==> src/rtl/count_sequencer_pkg.sv <==
// Shared types and constants for the count sequencer.
package count_seq_pkg;

  // Sequencer operating states; IDLE is the reset state.
  typedef enum logic [1:0] {
    IDLE  = 2'd0,
    RUN   = 2'd1,
    PAUSE = 2'd2,
    DONE  = 2'd3
  } state_t;

  // Encoding of the up_dn level input.
  localparam logic DIR_UP   = 1'b1;
  localparam logic DIR_DOWN = 1'b0;

endpackage

==> src/rtl/count_sequencer_if.sv <==
// Pulse/control inputs and count outputs of the sequencer, bundled as one bus.
interface count_seq_if #(
  parameter int WIDTH = 4
);
  logic             start_stop_p;
  logic             step_p;
  logic             clear_p;
  logic             load_p;
  logic [WIDTH-1:0] load_val;
  logic             up_dn;
  logic             wrap_en;
  logic [WIDTH-1:0] count;
  logic             running;
  logic             tc;

  // Side that produces the button pulses and switch levels.
  modport master (
    output start_stop_p, step_p, clear_p, load_p, load_val, up_dn, wrap_en,
    input  count, running, tc
  );

  // Side implemented by the sequencer itself.
  modport slave (
    input  start_stop_p, step_p, clear_p, load_p, load_val, up_dn, wrap_en,
    output count, running, tc
  );
endinterface

==> src/rtl/count_sequencer_prescaler.sv <==
// Free-running tick generator: one-cycle pulse every TICK_DIV cycles while en=1.
module prescaler_tick #(
  parameter int TICK_DIV = 50_000_000
) (
  input  logic clk,
  input  logic rst_a_n,
  input  logic en,
  output logic tick
);
  localparam int CW = (TICK_DIV > 2) ? $clog2(TICK_DIV) : 1;

  logic [CW-1:0] cnt_reg;

  assign tick = en && (cnt_reg == CW'(TICK_DIV - 1));

  // Count while enabled, restart after each tick, hold at zero when disabled.
  always_ff @(posedge clk or negedge rst_a_n) begin
    if (!rst_a_n) begin
      cnt_reg <= '0;
    end else if (!en || tick) begin
      cnt_reg <= '0;
    end else begin
      cnt_reg <= cnt_reg + 1'b1;
    end
  end
endmodule

==> src/rtl/count_sequencer.sv <==
// Count register and run/pause/step/clear/load sequencing for the event counter.
module count_sequencer
  import count_seq_pkg::*;
#(
  parameter int WIDTH     = 4,
  parameter int MAX_COUNT = 2**WIDTH - 1,
  parameter int TICK_DIV  = 50_000_000
) (
  input logic       clk,
  input logic       rst_a_n,
  count_seq_if.slave bus
);
  localparam logic [WIDTH-1:0] MAX_V = WIDTH'(MAX_COUNT);

  state_t           state_reg, state_next;
  logic [WIDTH-1:0] count_reg, count_next;
  logic             running_reg, running_next;
  logic             tc_reg, tc_next;
  logic             tick;
  logic             tick_en;
  logic             up;
  logic             do_step;
  logic [WIDTH-1:0] term_val, wrap_val, step_val;

  // The prescaler only runs while we stay in RUN; any pulse that can leave
  // RUN clears it in the same edge, and entries start from zero because it
  // was held disabled outside RUN.
  assign tick_en = (state_reg == RUN) && !bus.clear_p && !bus.load_p && !bus.start_stop_p;

  prescaler_tick #(.TICK_DIV(TICK_DIV)) u_prescaler (
    .clk     (clk),
    .rst_a_n (rst_a_n),
    .en      (tick_en),
    .tick    (tick)
  );

  assign up       = (bus.up_dn == DIR_UP);
  assign term_val = up ? MAX_V : '0;
  assign wrap_val = up ? '0 : MAX_V;
  assign step_val = up ? count_reg + 1'b1 : count_reg - 1'b1;

  assign bus.count   = count_reg;
  assign bus.running = running_reg;
  assign bus.tc      = tc_reg;

  // Next-state, next-count and terminal pulse; only the highest-priority event acts.
  always_comb begin
    state_next = state_reg;
    count_next = count_reg;
    tc_next    = 1'b0;
    do_step    = 1'b0;

    if (bus.clear_p) begin
      state_next = IDLE;
      count_next = '0;
    end else if (bus.load_p) begin
      state_next = PAUSE;
      count_next = (bus.load_val > MAX_V) ? MAX_V : bus.load_val;
    end else begin
      case (state_reg)
        IDLE: begin
          if (bus.start_stop_p) begin
            state_next = RUN;
          end else if (bus.step_p) begin
            state_next = PAUSE;
            do_step    = 1'b1;
          end
        end
        RUN: begin
          if (bus.start_stop_p) state_next = PAUSE;
          else if (tick)        do_step    = 1'b1;
        end
        PAUSE: begin
          if (bus.start_stop_p) state_next = RUN;
          else if (bus.step_p)  do_step    = 1'b1;
        end
        DONE: begin
          // Restart only when the direction leads away from the held terminal.
          if (bus.start_stop_p &&
              (((count_reg == '0) && up) || ((count_reg == MAX_V) && !up))) begin
            state_next = RUN;
          end
        end
        default: state_next = IDLE;
      endcase
    end

    if (do_step) begin
      if (count_reg == term_val) begin
        if (bus.wrap_en) count_next = wrap_val;
        else             state_next = DONE;
      end else begin
        count_next = step_val;
        if (step_val == term_val) begin
          tc_next = 1'b1;
          if (!bus.wrap_en) state_next = DONE;
        end
      end
    end
  end

  assign running_next = (state_next == RUN);

  // State and registered outputs.
  always_ff @(posedge clk or negedge rst_a_n) begin
    if (!rst_a_n) begin
      state_reg   <= IDLE;
      count_reg   <= '0;
      running_reg <= 1'b0;
      tc_reg      <= 1'b0;
    end else begin
      state_reg   <= state_next;
      count_reg   <= count_next;
      running_reg <= running_next;
      tc_reg      <= tc_next;
    end
  end
endmodule
==> src/flat_wrapper.sv <==
// flat-port wrapper written by rule: the top's interface ports become plain ports
module count_sequencer_flat import count_seq_pkg::*;
#(
  parameter int WIDTH     = 4,
  parameter int MAX_COUNT = 2**WIDTH - 1,
  parameter int TICK_DIV  = 50_000_000
)
  (clk, rst_a_n, bus_start_stop_p, bus_step_p, bus_clear_p, bus_load_p, bus_load_val, bus_up_dn, bus_wrap_en, bus_count, bus_running, bus_tc);
  count_seq_if #(.WIDTH(WIDTH)) bus_i ();
  input logic clk;
  input logic rst_a_n;
  input wire logic [$bits(bus_i.start_stop_p)-1:0] bus_start_stop_p;
  input wire logic [$bits(bus_i.step_p)-1:0] bus_step_p;
  input wire logic [$bits(bus_i.clear_p)-1:0] bus_clear_p;
  input wire logic [$bits(bus_i.load_p)-1:0] bus_load_p;
  input wire logic [$bits(bus_i.load_val)-1:0] bus_load_val;
  input wire logic [$bits(bus_i.up_dn)-1:0] bus_up_dn;
  input wire logic [$bits(bus_i.wrap_en)-1:0] bus_wrap_en;
  output wire logic [$bits(bus_i.count)-1:0] bus_count;
  output wire logic [$bits(bus_i.running)-1:0] bus_running;
  output wire logic [$bits(bus_i.tc)-1:0] bus_tc;
  assign bus_i.start_stop_p = bus_start_stop_p;
  assign bus_i.step_p = bus_step_p;
  assign bus_i.clear_p = bus_clear_p;
  assign bus_i.load_p = bus_load_p;
  assign bus_i.load_val = bus_load_val;
  assign bus_i.up_dn = bus_up_dn;
  assign bus_i.wrap_en = bus_wrap_en;
  assign bus_count = bus_i.count;
  assign bus_running = bus_i.running;
  assign bus_tc = bus_i.tc;
  count_sequencer #(.WIDTH(WIDTH), .MAX_COUNT(MAX_COUNT), .TICK_DIV(TICK_DIV)) u_core (.clk(clk), .rst_a_n(rst_a_n), .bus(bus_i));
endmodule
==> config.mk <==
export PLATFORM = sky130hd
export DESIGN_NAME = count_sequencer_flat
export DESIGN_NICKNAME = d
export VERILOG_FILES = /design/src/rtl/count_sequencer_pkg.sv /design/src/rtl/count_sequencer_if.sv /design/src/rtl/count_sequencer_prescaler.sv /design/src/rtl/count_sequencer.sv /design/src/flat_wrapper.sv
export SDC_FILE = /design/constraint.sdc
export NUM_CORES = 1
export LEC_CHECK = 0
export CAP_MARGIN = 20
export CORE_MARGIN = 2
export CORE_UTILIZATION = 40
export DETAILED_ROUTE_END_ITERATION = 8
export DONT_BUFFER_PORTS = 1
export HOLD_SLACK_MARGIN = 0.08
export PLACE_DENSITY = 0.61
export SLEW_MARGIN = 20
export SYNTH_ARGS = -nofsm -noshare
export SYNTH_HDL_FRONTEND = slang
export SYNTH_HIERARCHICAL = 1
export SYNTH_SLANG_ARGS = --single-unit
==> constraint.sdc <==
create_clock -name clk -period 3.1 [get_ports clk]
set_clock_uncertainty 0.05 [all_clocks]
set_input_delay 0.62 -clock clk [delete_from_list [all_inputs] [get_ports clk]]
set_output_delay 0.62 -clock clk [all_outputs]
set_load 0.005 [all_outputs]
==> results_dict.tcl, run 1 <==
set metrics [dict create \
    netlist_area_um2 2130 \
    p_leak_uw 0.000836 \
    numPortBuffers 0 \
    post-cts-setup-buffers 0 \
    rsz0062_at_grt "false" \
    synth_cell_type_count 46 \
    clk_path_buf_depth 2 \
    slew_violations 0 \
    ctsHtreeMaxLevel 2 \
    io_pins 18 \
    whs_ps 107 \
    die_area_um2 5940 \
    routed_wl_um 4820 \
    irDropWorstVdd_mv 0.134 \
    synth_seq_cells 34 \
    synthArstFlopShare_pct 100 \
    drc 0 \
    insertion_delay_ps 280 \
    multi_input_area_um2 1200 \
    grt_pass1_vias 1681 \
    core_um2 5140 \
    syn-num-nets 249 \
    hold_violations 0 \
    period_minus_slack_ps 2780 \
    via_per_inst 5.84 \
    synth-compound-area-share_pct 15.8 \
    grt_start_max_net_pins 35 \
    grtUsageTotal_pct 17.1 \
    grt_pass1_wl_um 8090 \
    synth-xor-area-share_pct 4.92 \
    synth.yosys.warnings 6 \
    power_density_nw_per_um2 379 \
    synthMuxAreaShare_pct 2.34 \
    drive_gt1_share_pct 7.73 \
    crit_fanout 10 \
    maxCapViolations 0 \
    place_congestion 0.880 \
    cts_tree "built" \
    post_cts_resized 0 \
    antenna_found_initial 0 \
    cts.sinks 34 \
    grt_overflow_total 0 \
    placed_cells 296 \
    antenna_cells 0 \
    required_ps 3230 \
    cts_root_buf "clkbuf_8" \
    synth_edf_count 0 \
    dp_hpwl_um 3340 \
    numCtsBuffers 5 \
    seq_area_frac_synth_pct 39.9 \
    rows 26 \
    setup_violations 0 \
    relSlewSlack_pct 57.1 \
    dr.pass1.iters 4 \
    seq_area_um2 851 \
    endpoint_kind "flip-flop" \
    outcome "complete, no violations" \
    die_w_um 77.1 \
    postRouteAntennaNets 0 \
    avgSynthCellArea_um2 9.28 \
    synthFlopType "dfrtp_1" \
    synth-simple-area-share_pct 28.7 \
    stdcell_count 303 \
    crit_path_start_kind "flip-flop" \
    drt_iter0_markers 83 \
    finalSetupTns_ps 0 \
    critical_path_class "reg -> reg" \
    synthToLayoutAreaGrowth_pct 7.85 \
    clock.fmax_mhz 360 \
    start_util_pct 41.5 \
    synth_top_family_by_area "simple AND/OR/NAND/NOR gates" \
    cp.arrival_ps 2900 \
    synth_adder_area_share_pct 4.45 \
    synthCells 230 \
    fin_nets 253 \
    largest_reg_flops 26 \
    hold_path_class "in -> async" \
    die_h_um 77.1 \
    worstMarginPinSlew_ps 641 \
    n_fill_cell 523 \
    cts_hold_buffers 1 \
    wl_per_cell_um 15.9 \
    clk_pin_slew_ps 70 \
    finalCritPeriodShare_pct 89.6 \
    dr_total_vias 1769 \
]
## report_power, final
| group | switching (µW) | total [µW] | internal (µW) |
|---|---|---|---|
| sequential | 13.3 | 464 | 450 |
| combinational | 50.2 | 88.0 | 37.8 |
| clock | 149 | 320 | 171 |
| total | 213 | 872 | 659 |
## logic make-up after synthesis
kind of cell               Yosys count
AOI/OAI and AO/OA                   51
xor gates and xnor gates            12
adders and majority gates            7
buffers and inverters               17
DFF                                 34
muxes                                5
and+or+nand+nor                    104
## synthesized netlist by cell type (4+ instances only)
library cell	n	area (µm²)
nand2b_1	4	25.0
nand4_1	11	68.8
xnor2_1	9	78.8
o21ai_0	5	25.0
nor2_1	17	63.8
or3_1	6	37.5
nand2_1	12	45.0
inv_1	10	37.5
a21oi_1	18	90.1
ha_1	6	75.1
nand3_1	16	80.1
or4_1	10	75.1
o31ai_1	10	75.1
nor3_1	7	35.0
dfrtp_1	34	851
o22ai_1	4	25.0
mux2i_1	5	50.1
## layout by cell type, fill, tap and decap left out, types with 2 or more instances in the layout
| master | count |
|---|---|
| a211oi_1 | 2 |
| a21o_1 | 3 |
| a21oi_1 | 18 |
| and2_1 | 2 |
| and3_1 | 3 |
| and4_1 | 3 |
| buf_4 | 3 |
| clkbuf_8 | 6 |
| dfrtp_1 | 34 |
| ha_1 | 6 |
| inv_1 | 10 |
| mux2i_1 | 5 |
| nand2_1 | 12 |
| nand2b_1 | 4 |
| nand3_1 | 16 |
| nand4_1 | 11 |
| nor2_1 | 17 |
| nor3_1 | 7 |
| nor4_1 | 2 |
| nor4b_1 | 2 |
| o21ai_0 | 5 |
| o22ai_1 | 4 |
| o31ai_1 | 10 |
| or3_1 | 6 |
| or4_1 | 10 |
| or4_4 | 2 |
| xnor2_1 | 9 |
| xor2_1 | 3 |
## per-layer routing
metal	part of all wire [%]	track usage, %	up-vias
met5	0	0	-
met4	1.1	5.36	0
met3	4.4	5.65	4
met2	45	26.3	29
met1	50	22.9	863
li1	-	-	873
## critical path, stage by stage (launching register included)
cell and delay [ps]:
dfrtp_1 490, ha_1 330, nand2_1 80, or4_1 450, nor2_1 140, and2_1 140
nand3b_1 90, a21o_1 300, or3_1 390, o211a_1 210
## per-stage QoR
step / setup slack (ps) / cell area [µm²] / utilization, % / power, µW
global placement: 426 / 2200 / 42.8 / 547
global route: 146 / 2300 / 44.8 / 915
floorplan: 339 / 2130 / - / 535
finish: 323 / 2300 / 44.8 / 872
detailed placement: 339 / 2200 / 42.8 / 548
CTS: 311 / 2300 / 44.8 / 879
## area by class of cell
type / count / share of cell area [%]
clock buffer: 6 / 3.59
inverter: 10 / 1.63
multi-input combinational: 179 / 52.2
sequential: 34 / 37.0
tap: 70 / 3.80
timing repair buffer: 4 / 1.85
## worst paths after layout
kind,from,end,slack [ps],cells after the start
max,u_core/u_prescaler/cnt_reg[0],u_core/bus.count[3],320,9
min,rst_a_n,u_core/u_prescaler/cnt_reg[23],110,1
max reg2reg,u_core/u_prescaler/cnt_reg[0],u_core/bus.count[3],320,9
min reg2reg,u_core/u_prescaler/cnt_reg[17],u_core/u_prescaler/cnt_reg[17],500,2
max in group asynchronous,rst_a_n,u_core/u_prescaler/cnt_reg[1],2700,1
min in group clk,bus_clear_p,u_core/state_reg[1],390,1
Power figures use the tool's default switching activity.
==> run 2: changes to the inputs <==
==> constraint.sdc (replaced) <==
create_clock -name clk -period 3 [get_ports clk]
set_clock_uncertainty 0.05 [all_clocks]
set_input_delay 0.6 -clock clk [delete_from_list [all_inputs] [get_ports clk]]
set_output_delay 0.6 -clock clk [all_outputs]
set_load 0.005 [all_outputs]
==> results_dict.tcl, run 2 (synthesis gave the netlist of run 1 again) <==
set metrics [dict create \
    cts_root_buf "clkbuf_8" \
    slew_violations 0 \
    cp.arrival_ps 2770 \
    numCtsBuffers 5 \
    maxCapViolations 0 \
    place_congestion 0.855 \
    via_per_inst 5.92 \
    fin_nets 254 \
    critical_path_class "reg -> reg" \
    dp_hpwl_um 3310 \
    numPortBuffers 0 \
    hold_path_class "in -> async" \
    critPathTopFamily "simple AND/OR/NAND/NOR gates" \
    grt_pass1_wl_um 8070 \
    critPathMaxStageDelay_ps 500 \
    crit_fanout 10 \
    finalCritPeriodShare_pct 88.0 \
    relSlewSlack_pct 57.6 \
    wl_per_cell_um 15.4 \
    irDropWorstVdd_mv 0.144 \
    dr_total_vias 1813 \
    io_pins 18 \
    grt_pass1_vias 1628 \
    routed_wl_um 4710 \
    final_common_cell "dfrtp_1" \
    outcome "complete, no violations" \
    clk_path_buf_depth 2 \
    slowest_stage "dfrtp_1" \
    period_minus_slack_ps 2640 \
    setup_violations 0 \
    hold_violations 0 \
    die_w_um 77.1 \
    endpoint_kind "flip-flop" \
    drt_iter0_markers 166 \
    grtUsageTotal_pct 17.2 \
    finalSetupTns_ps 0 \
    worstMarginPinSlew_ps 634 \
    drive_gt1_share_pct 8.47 \
    rsz0062_at_grt "false" \
    p_total_uw 920 \
    cp_cell_sequence "ha_1 > nand2_1 > or4_1 > nor2_1 > and2_1 > nand3b_1 > a21o_1 > or3_1 > o211a_1" \
    die_h_um 77.1 \
    path_buf_inv 0 \
    antenna_cells 0 \
    grt_start_max_net_pins 35 \
    power_density_nw_per_um2 397 \
    drc 0 \
    start_util_pct 41.5 \
    cts.sinks 34 \
    most-common-layout-cells "34 x dfrtp_1, 18 x a21oi_1, 17 x nor2_1" \
    rows 26 \
    largest_reg_flops 26 \
    die_area_um2 5940 \
    dr.pass1.iters 5 \
    core_um2 5140 \
    insertion_delay_ps 290 \
    synthToLayoutAreaGrowth_pct 8.62 \
    antenna_found_initial 0 \
    postRouteAntennaNets 0 \
    clk_pin_slew_ps 70 \
    grt_overflow_total 0 \
    required_ps 3130 \
    p_leak_uw 0.000847 \
    ctsHtreeMaxLevel 2 \
    cts_tree "built" \
    n_fill_cell 523 \
    clock.fmax_mhz 379 \
    crit_path_start_kind "flip-flop" \
]
==> run 2: changes by cell type in the layout (fill, tap and decap cells not counted), sizes merged <==
cell | previous run | this run
clkinv | 0 | 1
buf | 4 | 5
clkbuf | 6 | 7
==> run 2: path summary, 6_finish.rpt <==
kind                                                     start                        endpoint  slack [ps]  cells after the start
worst max-delay path             u_core/u_prescaler/cnt_reg[0]             u_core/bus.count[3]         360                      9
worst min-delay path                                   rst_a_n  u_core/u_prescaler/cnt_reg[22]          80                      1
worst max register to register   u_core/u_prescaler/cnt_reg[0]             u_core/bus.count[3]         360                      9
worst min register to register  u_core/u_prescaler/cnt_reg[17]  u_core/u_prescaler/cnt_reg[17]         500                      2
max in group asynchronous                              rst_a_n   u_core/u_prescaler/cnt_reg[5]        2620                      1
min in group clk                                   bus_wrap_en             u_core/state_reg[0]         360                      1
==> run 2: area by class of cell <==
| type | count | area, µm² | share of cell area [%] |
|---|---|---|---|
| Multi-Input combinational cell | 179 | 1200 | 51.8 |
| Inverter | 10 | 37.5 | 1.62 |
| Tap cell | 70 | 87.6 | 3.78 |
| Clock inverter | 1 | 5.00 | 0.216 |
| Sequential cell | 34 | 851 | 36.7 |
| Timing Repair Buffer | 5 | 50.0 | 2.16 |
| Clock buffer | 7 | 86.3 | 3.72 |
==> run 2: layer usage <==
layer  wire length, µm  vias up  global-route usage, %
li1                  -      882                      -
met1              2280      901                   23.9
met2              2220       26                   25.2
met3               153        4                   4.59
met4                63        0                   7.32
met5                 0        -                      0
==> run 2: through the flow <==
stage | setup WS, ps | util, % | cell area, µm² | hold WS (ps) | cells
final | 360 | 45.1 | 2320 | 76.8 | 306
after global routing | 204 | 45.1 | 2320 | 87.6 | 306
after floorplan | 259 | - | 2130 | 254 | 230
after detailed placement | 371 | 42.9 | 2210 | 255 | 297
after CTS | 346 | 45.1 | 2320 | 87.3 | 306
after global placement | 424 | 42.9 | 2210 | 255 | 297
==> run 2: report_power, final <==
part | switching (µW) | internal, µW
clock | 165 | 185
sequential | 13.5 | 465
combinational | 51.6 | 39.0
==> run 2: timing repair <==
item	CTS	global route
gates resized for setup	0	0
buffers inserted	0	0
hold endpoints to repair	34	0
hold buffers	1	0
==> run 3: changes to the inputs <==
--- a/config.mk
+++ b/config.mk
@@ -15,5 +15,4 @@
 export SLEW_MARGIN = 20
 export SYNTH_ARGS = -nofsm -noshare
 export SYNTH_HDL_FRONTEND = slang
-export SYNTH_HIERARCHICAL = 1
 export SYNTH_SLANG_ARGS = --single-unit
==> results_dict.tcl, run 3 <==
set metrics [dict create \
    synth_seq_cells 34 \
    via_per_inst 5.46 \
    n_fill_cell 535 \
    die_area_um2 5910 \
    top_layer "met4" \
    routed_wl_um 4230 \
    ctsHtreeMaxLevel 2 \
    required_ps 3110 \
    synth_top_area_share_pct 40.0 \
    synth_edf_count 0 \
    dr.pass1.iters 4 \
    crit_fanout 25 \
    grtUsageTotal_pct 16.1 \
    synthToLayoutAreaGrowth_pct 6.54 \
    grt_start_max_net_pins 35 \
    io_pins 18 \
    fin_nets 240 \
    clock.fmax_mhz 430 \
    slowest_stage "or3_1" \
    numPortBuffers 0 \
    worstMarginPinSlew_ps 667 \
    wl_met1_um 2040 \
    dr_total_vias 1599 \
    rows 26 \
    endpoint_kind "flip-flop" \
    hold_path_class "in -> reg" \
    critical_path_class "reg -> reg" \
    power_density_nw_per_um2 413 \
    p_leak_uw 0.000847 \
    drt_iter0_markers 77 \
    insertion_delay_ps 300 \
    grt_pass1_vias 1573 \
    yosys.area.top_type "dfrtp_1" \
    seq_area_frac_synth_pct 40.0 \
    cts.sinks 34 \
    wl_met3_um 183 \
    yosys-top-cells-area "dfrtp_1 40%, xnor2_1 8.2%, nor2_1 6.0%" \
    slew_violations 0 \
    worst_slack_ps 677 \
    drive_gt1_share_pct 8.97 \
    setup_violations 0 \
    cp_cell_sequence "ha_1 > nand4_2 > or3_1 > nor3_1 > or2_2 > nor2_1" \
    postRouteAntennaNets 0 \
    start_util_pct 41.6 \
    post_cts_resized 0 \
    crit_path_start_kind "flip-flop" \
    relSlewSlack_pct 55.4 \
    antenna_found_initial 0 \
    synthFlopType "dfrtp_1" \
    core_um2 5110 \
    place_congestion 0.795 \
    synth_cell_type_count 49 \
    synthCells 224 \
    outcome "complete, no violations" \
    maxCapViolations 0 \
    largest_reg_flops 26 \
    seq_area_um2 851 \
    synthArstFlopShare_pct 100 \
    most-common-layout-cells "34 x nor2_1, 34 x dfrtp_1, 20 x xnor2_1" \
    finalSetupTns_ps 0 \
    clk_pin_slew_ps 70 \
    avgSynthCellArea_um2 9.48 \
    synth.yosys.warnings 0 \
    met2WireLength_um 1930 \
    dp_worst_setup_slack_ps 574 \
    numCtsBuffers 5 \
    die_h_um 76.9 \
    clk_path_buf_depth 2 \
    syn-num-nets 242 \
    irDropWorstVdd_mv 0.190 \
    grt_overflow_total 0 \
    period_minus_slack_ps 2320 \
    cts_tree "built" \
    netlist_area_um2 2120 \
    finalCritPeriodShare_pct 77.4 \
    drc 0 \
    synthTopCellsByCount "34 x dfrtp_1, 34 x nor2_1, 20 x xnor2_1, 12 x inv_1, 12 x nand2_1" \
    antenna_cells 0 \
    wl_per_cell_um 14.4 \
    hold_violations 0 \
    rrSetupSlack_ps 680 \
    multi_input_area_um2 1160 \
    die_w_um 76.9 \
    dp_hpwl_um 2930 \
    cts_root_buf "clkbuf_8" \
    path_buf_inv 0 \
    critPathMaxStageDelay_ps 600 \
    rsz0062_at_grt "false" \
    grt_pass1_wl_um 7390 \
    cp.arrival_ps 2440 \
    critPathTopFamily "simple AND/OR/NAND/NOR gates" \
]
[run 3: changes by cell type after synthesis, sizes merged, moves of 6 or more]
cell	before	now
nor2	17	35
nor4	2	10
nand4	11	5
or4	12	0
xnor2	9	20
o31ai	10	3
a21oi	19	8
nand3	17	7
[run 3: worst paths after layout]
| kind | startpoint | to | cells past startpoint |
|---|---|---|---|
| setup / recovery | u_core.u_prescaler.cnt_reg[0] | u_core.u_prescaler.cnt_reg[4] | 6 |
| hold / removal | bus_clear_p | u_core.bus.count[2] | 1 |
| setup reg to reg | u_core.u_prescaler.cnt_reg[0] | u_core.u_prescaler.cnt_reg[4] | 6 |
| hold reg to reg | u_core.u_prescaler.cnt_reg[0] | u_core.u_prescaler.cnt_reg[0] | 1 |
| max in group asynchronous | rst_a_n | u_core.bus.count[3] | 2 |
| min in group asynchronous | rst_a_n | u_core.u_prescaler.cnt_reg[10] | 2 |
[run 3: kinds of logic after synthesis]
group | after synthesis | share of synthesized area (%)
and+or+nand+nor | 102 | 28.0
DFF | 34 | 40.0
xor gates and xnor gates | 25 | 10.3
AOI/OAI and AO/OA | 28 | 9.54
buffers and inverters | 23 | 5.42
muxes | 6 | 2.83
adders and majority gates | 6 | 3.89
[run 3: area by class of cell]
cell class	count	area share (%)
multi-input combinational	167	51.2
timing repair buffer	2	1.33
clock buffer	7	3.81
inverter	12	1.99
sequential	34	37.6
tap	70	3.87
clock inverter	1	0.221
[run 3: worst register-to-register path, delay by kind of cell, from the launching register on]
| family | cells | cell delay [ps] |
|---|---|---|
| AND/OR/NAND/NOR | 5 | 1540 |
| flip-flops | 1 | 380 |
| adder cells (fa/ha/maj) | 1 | 230 |
[run 3: what timing repair did]
action	4_1_cts	5_1_grt
hold buffers	2	0
setup buffers	0	0
hold endpoints to repair	34	0
[run 3: routing by layer]
metal / up-vias / GRT usage, %
met4: 0 / 6.00
met1: 785 / 20.7
li1: 782 / -
met2: 27 / 24.6
met5: - / 0
met3: 5 / 5.88
[run 3: per-stage QoR]
stage | cells | cell area [µm²] | total power (µW) | util [%] | hold WS [ps]
floorplan | 224 | 2120 | 556 | - | 254
global placement | 283 | 2140 | 568 | 41.9 | 255
detailed placement | 283 | 2140 | 569 | 41.9 | 255
CTS | 293 | 2260 | 943 | 44.3 | 346
global route | 293 | 2260 | 980 | 44.3 | 341
finish | 293 | 2260 | 934 | 44.3 | 355
[run 3: power breakdown]
group | internal (µW) | total [µW] | switching, µW
Combinational | 42.0 | 93.9 | 51.9
Clock | 185 | 361 | 176
Sequential | 465 | 479 | 13.9
==> patch 1: new RTL, settings of run 3 <==
`WIDTH` is set to 4 in 3 places; all go to 3.
--- a/src/rtl/count_sequencer_if.sv
+++ b/src/rtl/count_sequencer_if.sv
@@ -1,6 +1,6 @@
 // Pulse/control inputs and count outputs of the sequencer, bundled as one bus.
 interface count_seq_if #(
-  parameter int WIDTH = 4
+  parameter int WIDTH = 3
 );
   logic             start_stop_p;
   logic             step_p;
--- a/src/rtl/count_sequencer.sv
+++ b/src/rtl/count_sequencer.sv
@@ -2,7 +2,7 @@
 module count_sequencer
   import count_seq_pkg::*;
 #(
-  parameter int WIDTH     = 4,
+  parameter int WIDTH     = 3,
   parameter int MAX_COUNT = 2**WIDTH - 1,
   parameter int TICK_DIV  = 50_000_000
 ) (
--- a/src/flat_wrapper.sv
+++ b/src/flat_wrapper.sv
@@ -1,7 +1,7 @@
 // flat-port wrapper written by rule: the top's interface ports become plain ports
 module count_sequencer_flat import count_seq_pkg::*;
 #(
-  parameter int WIDTH     = 4,
+  parameter int WIDTH     = 3,
   parameter int MAX_COUNT = 2**WIDTH - 1,
   parameter int TICK_DIV  = 50_000_000
 )
Ports: changed (resized bus_count and bus_load_val); port bits go from 18 to 16. The function was not compared with the original's and may differ.
==> patch 1 against run 3 <==
Via count decreased by 8.4%; maximum frequency grew 12%; synthesized area fell by 8.4%; global-route usage fell by 0.72 points; cell area fell by 7.5%; worst setup slack improved by 250 ps; combinational power fell by 26%; wire length decreased by 13%; synthesized cell count fell by 6.7%; sequential cell count is 1 lower; total power down 8.3%.
==> patch 1: results <==
metrics = {
    "setup_path": {
        "crit_arrival_ps": 2180,
        "r2r_slack_ps": 930,
        "endpoint": "u_core.u_prescaler.cnt_reg[23]",
        "cpMaxStageDelayCell": "dfrtp_1",
        "cp_max_fo": 25,
        "cp_slowest_stage_delay_ps": 420,
    },
    "global_route": {
        "grt_pass1_vias": 1397,
        "grt_pass1_wl_microns": 6350,
        "grt_usage": 0.153,
        "grt_use_met3": 0.0645,
        "grt_max_degree": 34,
        "met1_usage": 0.201,
        "grt_use_met2": 0.227,
    },
    "timing": {
        "finalCritPeriodShare": 0.691,
        "slew_headroom": 0.653,
        "holdWs_ps": 380,
    },
    "detailed_routing": {
        "drt_wl_total_microns": 3680,
        "drtIter0Drc": 68,
        "num_vias": 1464,
    },
    "placed_design": {
        "place_ws_ps": 928,
        "placed_cell_area_sq_um": 1980,
        "dp.cells": 257,
        "gp_congestion": 0.760,
        "dp_hpwl_microns": 2470,
    },
    "worst_hold_path": {
        "holdPathEnd": "u_core.state_reg[1]",
        "hold_depth": 1,
    },
    "outcome": {
        "status": "completed",
    },
    "power_and_ir_drop": {
        "ir_drop_mv": 0.299,
        "sequentialPower_mw": 0.461,
        "power.leakage_nw": 0.841,
        "swShare": 0.246,
    },
    "final_layout": {
        "layout-drive-gt1-share": 0.0751,
        "stdcell_count": 267,
    },
    "cts": {
        "hold_buffers": 1,
    },
    "yosys": {
        "postSynthAreaPerCell_sq_um": 9.31,
        "seq_area_frac_synth": 0.424,
        "synth.area.top_cells": "dfrtp_1 42%, nor2_1 6.9%, xnor2_1 6.3%, xor2_1 5.4%, nand3_1 3.1%",
        "synth_common_cells": "36 x nor2_1, 33 x dfrtp_1, 16 x nand2_1",
        "ys_types": 45,
        "syn-num-nets": 225,
    },
}
-- patch 1: cell count changes after synthesis, sizes merged, moves of 6 or more --
| cell | delta |
|---|---|
| nand3 | +6 |
| nor4 | -6 |
| xnor2 | -6 |
| xor2 | +7 |
| nand2 | +6 |
-- patch 1: cell type report --
type / instances / area [sq um]
inverters: 8 / 30.0
well taps: 54 / 67.6
flip-flops and latches: 33 / 826
fillers: 461 / 2600
multi-input cells: 161 / 1050
repair buffers: 3 / 37.5
clock buffers: 8 / 80.1
-- patch 1: per-layer routing --
| metal | part of all wire | vias to the layer above |
|---|---|---|
| met5 | 0 | - |
| met2 | 0.43 | 31 |
| li1 | - | 731 |
| met3 | 0.054 | 6 |
| met4 | 0.017 | 0 |
| met1 | 0.50 | 696 |
-- patch 1: cells by family after synthesis --
group,after synthesis,share of synthesized area
AOI/OAI and AO/OA,21,0.0810
xor gates and xnor gates,26,0.117
adders and majority gates,5,0.0360
buffers and inverters,15,0.0347
DFF,33,0.424
muxes,3,0.0154
and+or+nand+nor,106,0.291
==> patch 2: new RTL, settings of run 3 <==
Without the edit above. Reset style: synchronous (`rst_a_n`), changed in 2 clocked blocks.
--- a/src/rtl/count_sequencer_prescaler.sv
+++ b/src/rtl/count_sequencer_prescaler.sv
@@ -14,7 +14,7 @@
   assign tick = en && (cnt_reg == CW'(TICK_DIV - 1));
 
   // Count while enabled, restart after each tick, hold at zero when disabled.
-  always_ff @(posedge clk or negedge rst_a_n) begin
+  always_ff @(posedge clk) begin
     if (!rst_a_n) begin
       cnt_reg <= '0;
     end else if (!en || tick) begin
--- a/src/rtl/count_sequencer.sv
+++ b/src/rtl/count_sequencer.sv
@@ -102,7 +102,7 @@
   assign running_next = (state_next == RUN);
 
   // State and registered outputs.
-  always_ff @(posedge clk or negedge rst_a_n) begin
+  always_ff @(posedge clk) begin
     if (!rst_a_n) begin
       state_reg   <= IDLE;
       count_reg   <= '0;
Check against the original RTL: differs if rst_a_n is asserted again (counterexample within 4 cycles, from zero or initial values and one cycle with rst_a_n low); with rst_a_n held inactive, the same outputs for 10 cycles.
==> patch 2 against run 3 <==
Sequential share of layout area down 3.1 points; cell area down 13%; sequential cell count unchanged; clock power fell by 13%; non-clock buffer count is 1 lower; first-iteration DRC count decreased by 12%; wire length is 15% lower; worst setup slack got worse by 21 ps; synthesized area fell by 12%; total power shrank 11%; highest routed layer unchanged; via count down 6.7%.
==> patch 2: results <==
metrics = {
    "outcome": {
        "status": "completed",
    },
    "final_layout": {
        "fillCellCount": 436,
        "layout-drive-gt1-share": 0.0631,
        "stdcell_count": 274,
        "n_antenna_cell": 0,
        "largest_register_ffs": 26,
    },
    "global_route": {
        "grt_use_met2": 0.219,
        "grt_use_met3": 0.0389,
        "grt_pass1_vias": 1393,
        "grt_pass1_wl_microns": 6070,
        "grt_usage": 0.144,
        "grt_antenna_before_repair": 0,
        "met1_usage": 0.197,
        "grt_max_degree": 27,
    },
    "detailed_routing": {
        "wire_per_inst_microns": 13.1,
        "drtIter0Drc": 68,
        "vias_per_cell": 5.45,
        "wl_met2_microns": 1520,
        "route.met3.wl_microns": 193,
        "firstDrtPassIters": 4,
        "drt-met1-wl_microns": 1810,
    },
    "power_and_ir_drop": {
        "powerComb_mw": 0.0537,
        "p_seq_frac": 0.558,
        "pwr_density_cell_nw_per_um2": 420,
        "swShare": 0.228,
        "ir_drop_mv": 0.254,
        "power.leakage_nw": 0.677,
    },
    "setup_path": {
        "cp_max_fo": 7,
        "cpMaxStageDelayCell": "or4_4",
        "cp_slowest_stage_delay_ps": 540,
        "crit_arrival_ps": 2470,
    },
    "cts": {
        "ctsResizeCount": 0,
        "clockBufferDepth": 2,
        "numCtsBuffers": 5,
        "root_buffer": "clkbuf_8",
        "clock-sinks": 34,
        "clk_pin_slew_ps": 70,
        "insertion_delay_ps": 280,
    },
    "yosys": {
        "ys_types": 46,
        "synth_common_cells": "35 x nor2_1, 34 x dfxtp_1, 21 x nand2_1",
        "yosys-mux-area-fraction": 0.0215,
        "postSynthAreaPerCell_sq_um": 8.42,
        "ys_async_sr_fraction": 0,
        "ys.flop_type": "dfxtp_1",
        "seq_area_frac_synth": 0.366,
        "synth_compound_area_frac": 0.0975,
        "synth.area.top_cells": "dfxtp_1 37%, xor2_1 8.0%, nor2_1 7.1%, nand2_1 4.2%, xnor2_1 3.8%",
        "synth_xor_area_frac": 0.118,
        "synth_fa_ha_area_frac": 0.0444,
    },
    "timing": {
        "tightestPinTransition_ps": 551,
    },
    "placed_design": {
        "place_ws_ps": 586,
        "placed_cell_area_sq_um": 1900,
        "place.port_buffers": 0,
        "dp_hpwl_microns": 2560,
        "gp_congestion": 0.844,
    },
    "worst_hold_path": {
        "hp-class": "primary input to register",
    },
}
-- patch 2: final timing paths --
path | startpoint | to | cells after the start | slack, ps
min reg2reg | u_core.u_prescaler.cnt_reg[0] | u_core.u_prescaler.cnt_reg[0] | 1 | 410
max reg2reg | u_core.u_prescaler.cnt_reg[0] | u_core.bus.running | 7 | 660
min | rst_a_n | u_core.bus.count[3] | 1 | 390
max | u_core.u_prescaler.cnt_reg[0] | u_core.bus.running | 7 | 660
-- patch 2: area by class of cell --
type | instances | area, sq um | area share
multi-input cells | 174 | 1120 | 0.568
flip-flops and latches | 34 | 681 | 0.345
clock buffers | 7 | 76.3 | 0.0387
well taps | 52 | 65.1 | 0.0330
inverters | 6 | 22.5 | 0.0114
repair buffers | 1 | 7.51 | 0.00380
-- patch 2: worst register-to-register path, stage by stage (launching register included) --
cell and delay (ps):
dfxtp_1 360, ha_1 240, and4_4 270, nand4_4 120, or4_4 540, o31a_4 150, o32a_1 350, and3_1 160
